## config.mk

```make
export PLATFORM = sky130hd
export DESIGN_NAME = sega_joy_reader
export DESIGN_NICKNAME = d
export VERILOG_FILES = /design/src/rtl/sega_joy_pkg.sv /design/src/rtl/sega_port_decode.sv /design/src/rtl/sega_joy_reader.sv
export SDC_FILE = /design/constraint.sdc
export NUM_CORES = 1
export LEC_CHECK = 0
export BUFFER_PORTS_ARGS = -buffer_cell sky130_fd_sc_hd__buf_2
export CAP_MARGIN = 20
export CORE_MARGIN = 2
export CORE_UTILIZATION = 50
export DETAILED_ROUTE_END_ITERATION = 10
export PLACE_DENSITY = 0.78
export SKIP_CTS_REPAIR_TIMING = 1
export SYNTH_ARGS = -nofsm -noshare
export SYNTH_HDL_FRONTEND = slang
export SYNTH_SLANG_ARGS = --single-unit
```

## constraint.sdc

```tcl
create_clock -name clk_i -period 2.1 [get_ports clk_i]
set_input_delay 0.42 -clock clk_i [delete_from_list [all_inputs] [get_ports clk_i]]
set_output_delay 0.42 -clock clk_i [all_outputs]
set_load 0.01 [all_outputs]
```

## src/rtl/sega_joy_pkg.sv

```systemverilog
// Shared constants and types for the DB9 Sega/Atari joystick reader:
// button bit positions, pin positions, poll-frame states and the select-line schedule.
package sega_joy_pkg;

  typedef logic [11:0] joy_vec_t;

  // Output vector layout {M, X, Y, Z, S, A, C, B, R, L, D, U}
  localparam int JOY_U = 0;
  localparam int JOY_D = 1;
  localparam int JOY_L = 2;
  localparam int JOY_R = 3;
  localparam int JOY_B = 4;
  localparam int JOY_C = 5;
  localparam int JOY_A = 6;
  localparam int JOY_S = 7;
  localparam int JOY_Z = 8;
  localparam int JOY_Y = 9;
  localparam int JOY_X = 10;
  localparam int JOY_M = 11;

  // Raw pin bus layout {p9, p6, right, left, down, up}
  localparam int PIN_U  = 0;
  localparam int PIN_D  = 1;
  localparam int PIN_L  = 2;
  localparam int PIN_R  = 3;
  localparam int PIN_P6 = 4;
  localparam int PIN_P9 = 5;

  localparam logic [7:0] ST0 = 8'd0;
  localparam logic [7:0] ST1 = 8'd1;
  localparam logic [7:0] ST2 = 8'd2;
  localparam logic [7:0] ST3 = 8'd3;
  localparam logic [7:0] ST4 = 8'd4;
  localparam logic [7:0] ST5 = 8'd5;
  localparam logic [7:0] ST6 = 8'd6;

  // Select level driven after the tick that leaves state st; idle states hold it high.
  function automatic logic p7_after(input logic [7:0] st);
    logic lvl;
    lvl = 1'b1;
    if (st == ST0 || st == ST2 || st == ST4 || st == ST6) lvl = 1'b0;
    return lvl;
  endfunction

endpackage

```

## src/rtl/sega_port_decode.sv

```systemverilog
// Per-port decoder: samples one synchronised DB9 pin bus at the poll-frame ticks,
// builds the button shadow and publishes it to the outputs at the commit tick.
module sega_port_decode
  import sega_joy_pkg::*;
(
  input  logic       clk_i,
  input  logic       res_n_i,
  input  logic       tick_i,
  input  logic [7:0] st_i,
  input  logic [5:0] pins_i,
  output joy_vec_t   joy_o,
  output logic       six_o
);

  joy_vec_t shadow_q, shadow_d;
  joy_vec_t joy_q, joy_d;
  logic     six_sh_q, six_sh_d;
  logic     six_q, six_d;

  always_comb begin
    // NOTE: every signal gets its hold value first, so no path leaves it unassigned (no latch).
    shadow_d = shadow_q;
    six_sh_d = six_sh_q;
    joy_d    = joy_q;
    six_d    = six_q;
    if (tick_i) begin
      unique case (st_i)
        ST2: begin
          shadow_d[JOY_R:JOY_U] = pins_i[PIN_R:PIN_U];
          shadow_d[JOY_C:JOY_B] = pins_i[PIN_P9:PIN_P6];
          six_sh_d              = 1'b0;
        end
        ST3: begin
          // R and L both low while select is low only happens on a Mega Drive pad.
          if (!pins_i[PIN_R] && !pins_i[PIN_L])
            shadow_d[JOY_S:JOY_A] = pins_i[PIN_P9:PIN_P6];
          else
            shadow_d[JOY_S:JOY_B] = {2'b11, pins_i[PIN_P9:PIN_P6]};
        end
        ST5: begin
          if (pins_i[PIN_R:PIN_U] == 4'h0) six_sh_d = 1'b1;
        end
        ST6: begin
          shadow_d[JOY_M:JOY_Z] = six_sh_q ? pins_i[PIN_R:PIN_U] : 4'hF;
          joy_d                 = shadow_d;
          six_d                 = six_sh_q;
        end
        default: ;
      endcase
    end
  end

  // NOTE: the shadow is a plain register, so it takes the async reset like the rest of the state.
  always_ff @(posedge clk_i or negedge res_n_i) begin
    if (!res_n_i) begin
      shadow_q <= '1;
      six_sh_q <= 1'b0;
      joy_q    <= '1;
      six_q    <= 1'b0;
    end else begin
      shadow_q <= shadow_d;
      six_sh_q <= six_sh_d;
      joy_q    <= joy_d;
      six_q    <= six_d;
    end
  end

  assign joy_o = joy_q;
  assign six_o = six_q;

endmodule

```

## src/rtl/sega_joy_reader.sv

```systemverilog
// Two-port DB9 joystick reader: synchronises the pins, runs the tick-paced poll
// frame, drives the shared select line and decodes both ports.
module sega_joy_reader
  import sega_joy_pkg::*;
#(
  parameter int unsigned FRAME_TICKS = 256
) (
  input  logic       clk_i,
  input  logic       res_n_i,
  input  logic       tick_i,
  input  logic [5:0] joy1_pins_i,
  input  logic [5:0] joy2_pins_i,
  output logic       p7_o,
  output joy_vec_t   joy1_o,
  output joy_vec_t   joy2_o,
  output logic       six1_o,
  output logic       six2_o,
  output logic       valid_o
);

  localparam logic [7:0] ST_LAST = 8'(FRAME_TICKS - 1);

  logic [5:0] s1_meta_q, s1_q;
  logic [5:0] s2_meta_q, s2_q;
  logic [7:0] st_q, st_d;
  logic       p7_q, p7_d;
  logic       valid_q, valid_d;

  always_comb begin
    st_d    = st_q;
    p7_d    = p7_q;
    valid_d = tick_i && (st_q == ST6);
    if (tick_i) begin
      st_d = (st_q == ST_LAST) ? ST0 : st_q + 8'd1;
      p7_d = p7_after(st_q);
    end
  end

  // NOTE: non-blocking assignments here so every flop samples the pre-edge values.
  always_ff @(posedge clk_i or negedge res_n_i) begin
    if (!res_n_i) begin
      s1_meta_q <= '1;
      s1_q      <= '1;
      s2_meta_q <= '1;
      s2_q      <= '1;
      st_q      <= ST0;
      p7_q      <= 1'b1;
      valid_q   <= 1'b0;
    end else begin
      s1_meta_q <= joy1_pins_i;
      s1_q      <= s1_meta_q;
      s2_meta_q <= joy2_pins_i;
      s2_q      <= s2_meta_q;
      st_q      <= st_d;
      p7_q      <= p7_d;
      valid_q   <= valid_d;
    end
  end

  sega_port_decode u_port1 (
    .clk_i   (clk_i),
    .res_n_i (res_n_i),
    .tick_i  (tick_i),
    .st_i    (st_q),
    .pins_i  (s1_q),
    .joy_o   (joy1_o),
    .six_o   (six1_o)
  );

  sega_port_decode u_port2 (
    .clk_i   (clk_i),
    .res_n_i (res_n_i),
    .tick_i  (tick_i),
    .st_i    (st_q),
    .pins_i  (s2_q),
    .joy_o   (joy2_o),
    .six_o   (six2_o)
  );

  assign p7_o    = p7_q;
  assign valid_o = valid_q;

endmodule

```

==> results.sh <==
export IMPL_status="completed"
export IMPL_coreArea_sq_um=5610
export IMPL_netlist_top_cells_area="dfstp_2, dfrtp_1, mux2_2"
export IMPL_crit_required_ps=2370
export IMPL_synth_cells=203
export IMPL_p_per_area_nw_per_um2=1360
export IMPL_grt_pass1_wl_um=8650
export IMPL_crit_chain="or4_4 -> nor2_2 -> and3_1 -> buf_4 -> mux2_2"
export IMPL_vias_per_cell=5.23
export IMPL_h_tree_depth=3
export IMPL_multi_input_area_sq_um=836
export IMPL_slowest_stage="or4_4"
export IMPL_die_h_um=80.8
export IMPL_synth_commonest_cells="dfstp_2, mux2_2, nor2_1"
export IMPL_drt_pass1_iterations=4
export IMPL_dpl_hpwl_um=3640
export IMPL_num_rows=27
export IMPL_ir_worst_vdd_uv=731
export IMPL_drive_gt1_share_pct=57.7
export IMPL_hold_violations=0
export IMPL_synth_top_cell_by_area="dfstp_2"
export IMPL_wl_per_cell_um=15.5
export IMPL_skew_ps=8.89
export IMPL_overflow=0
export IMPL_syn_cell_area_sq_um=2950
export IMPL_synth_area_per_cell_sq_um=14.5
export IMPL_fin_util_pct=62.3
export IMPL_rsz0062_at_grt="false"
export IMPL_ys_async_sr_fraction_pct=100
export IMPL_drv_cap=0
export IMPL_nNetsFinal=274
export IMPL_ys_ff_latch=78
export IMPL_worstHoldPathType="in2async"
export IMPL_synth_nets=222
export IMPL_yosysMostFrequentCell="dfstp_2"
export IMPL_slew_violations=0
export IMPL_place_gp_congestion=0.786
export IMPL_tritoncts="built"
export IMPL_crit_type="reg2reg"
export IMPL_clkLatencyLatePin_ps=340
export IMPL_num_vias=1736
export IMPL_drc=0
export IMPL_cp_max_fo=10
export IMPL_die_w_um=80.8
export IMPL_startpoint_type="register"
export IMPL_relSlewSlack_pct=56.8
export IMPL_cts_root_buffer="clkbuf_8"
export IMPL_period_share_pct=91.0
export IMPL_num_antenna_cells=0
export IMPL_worst_slew_pin_transition_ps=649
export IMPL_synth_seq_area_share_pct=69.0
export IMPL_die_area_sq_um=6520
export IMPL_crit_path_end_kind="register"
export IMPL_cts_buffers=9
export IMPL_fmax_ghz=0.523
export IMPL_drt_iter0_markers=88
export IMPL_fill_cells=434
export IMPL_grt_pass1_vias=1748
export IMPL_area_growth_pct=18.6
export IMPL_synth_top_area_share_pct=58.0
export IMPL_min_period_ps=1910
export IMPL_start_util_pct=52.5
export IMPL_critPathBufInv=1
export IMPL_cp_top_family="simple AND/OR/NAND/NOR gates"
export IMPL_cts_max_path_buffers=2
export IMPL_num_io_pins=43
export IMPL_crit_arrival_ps=2180
export IMPL_clk_pin_slew_ps=80
export IMPL_ys_types=32
export IMPL_synth_edf_count=0
export IMPL_cts_sinks=78
export IMPL_totalWireLength_um=5160
export IMPL_setup_viol=0
export IMPL_grt_util_all_layers_pct=18.2
export IMPL_antenna_found_initial=0
export IMPL_final_antenna_net_count=0
export IMPL_port_buffers=42
export IMPL_seqCellArea_sq_um=2030
export IMPL_fin_tns_setup_ps=0
export IMPL_cpPeakStageDelay_ps=590
export IMPL_grt_max_degree=36
export IMPL_ys_flop_type="dfstp_2"
export IMPL_yosys_warnings=0
export IMPL_p_leak_nw=1.54
path summary, 6_finish.rpt:
check	from	end	slack, ps	cells after the start
min	res_n_i	st_q[0]	100	1
max	st_q[4]	u_port2.shadow_q[1]	190	5
max in group asynchronous	res_n_i	u_port1.shadow_q[6]	1340	2
min in group clk_i	joy2_pins_i[3]	s2_meta_q[3]	160	1
max reg2reg	st_q[4]	u_port2.shadow_q[1]	190	5
min reg2reg	s2_meta_q[2]	s2_q[2]	350	0
worst reg2reg max path, delay by kind of cell (launching register included):
family	cells	cell delay (ps)
buf+inv	1	190
mux	1	350
simple gates	3	880
flops	1	410
layout by cell type (no fill, tap or decap), types with 4 or more instances in the layout:
| master | n |
|---|---|
| nand2_1 | 4 |
| nor2_1 | 15 |
| clkbuf_8 | 9 |
| buf_2 | 42 |
| mux2_1 | 13 |
| a21oi_1 | 5 |
| nand3_1 | 8 |
| a31oi_1 | 10 |
| inv_6 | 4 |
| mux2_2 | 17 |
| nor3_1 | 4 |
| dfrtp_1 | 13 |
| inv_1 | 10 |
| dfstp_2 | 65 |
| ha_1 | 4 |
power by group:
group | leakage, nW | switching (W) | internal, W | total [W]
combinational | 0.584 | 0.000531 | 0.000545 | 0.00108
sequential | 0.852 | 0.000315 | 0.00225 | 0.00256
clock | 0.105 | 0.000554 | 0.000565 | 0.00112
registers in the layout (all words and copies together) (netlist names):
name and cells:
u_port1.joy_o 12, u_port2.joy_o 12, st_q 8, u_port1.shadow_q 8
u_port2.shadow_q 8, s1_meta_q 6, s1_q 6, s2_meta_q 6
s2_q 6, p7_o 1, u_port1.six_o 1, u_port1.six_sh_q 1
u_port2.six_o 1, u_port2.six_sh_q 1, valid_o 1
metal layers:
layer,part of all wire (%),vias up,track usage [%]
met5,0,-,0
met4,1.8,0,10.0
met3,4.6,8,3.78
met2,49,43,28.2
met1,45,875,24.4
li1,-,810,-
through the flow:
step | instance area [sq um] | power [W] | std cells | hold WS, ps | setup slack, ps
3_5_place_dp | 3290 | 0.00367 | 316 | 347 | 188
4_1_cts | 3490 | 0.00482 | 332 | 113 | 176
5_1_grt | 3490 | 0.00504 | 332 | 133 | 97.6
3_3_place_gp | 3290 | 0.00360 | 316 | 345 | 225
2_1_floorplan | 2950 | 0.00318 | 203 | 124 | 151
6_report | 3490 | 0.00476 | 332 | 99.7 | 188
cells by family (layout without fill, tap and decap cells):
logic type | count (synthesis) | after routing | synth area share, %
buffers and inverters | 17 | 74 | 2.59
DFF | 78 | 78 | 69.0
and+or+nand+nor | 44 | 44 | 8.33
xor gates and xnor gates | 4 | 4 | 1.19
adders and majority gates | 4 | 4 | 1.70
AOI/OAI and AO/OA | 25 | 25 | 5.35
muxes | 31 | 31 | 11.8
area by class of cell:
type                            instances  share of cell area (%)
Timing Repair Buffer                   48                    8.38
Multi-Input combinational cell        108                    23.9
Clock inverter                          7                    2.26
Inverter                               10                    1.07
Tap cell                               72                    2.58
Clock buffer                            9                    3.55
Sequential cell                        78                    58.2
No activity file was read; power rests on OpenSTA's default activity.
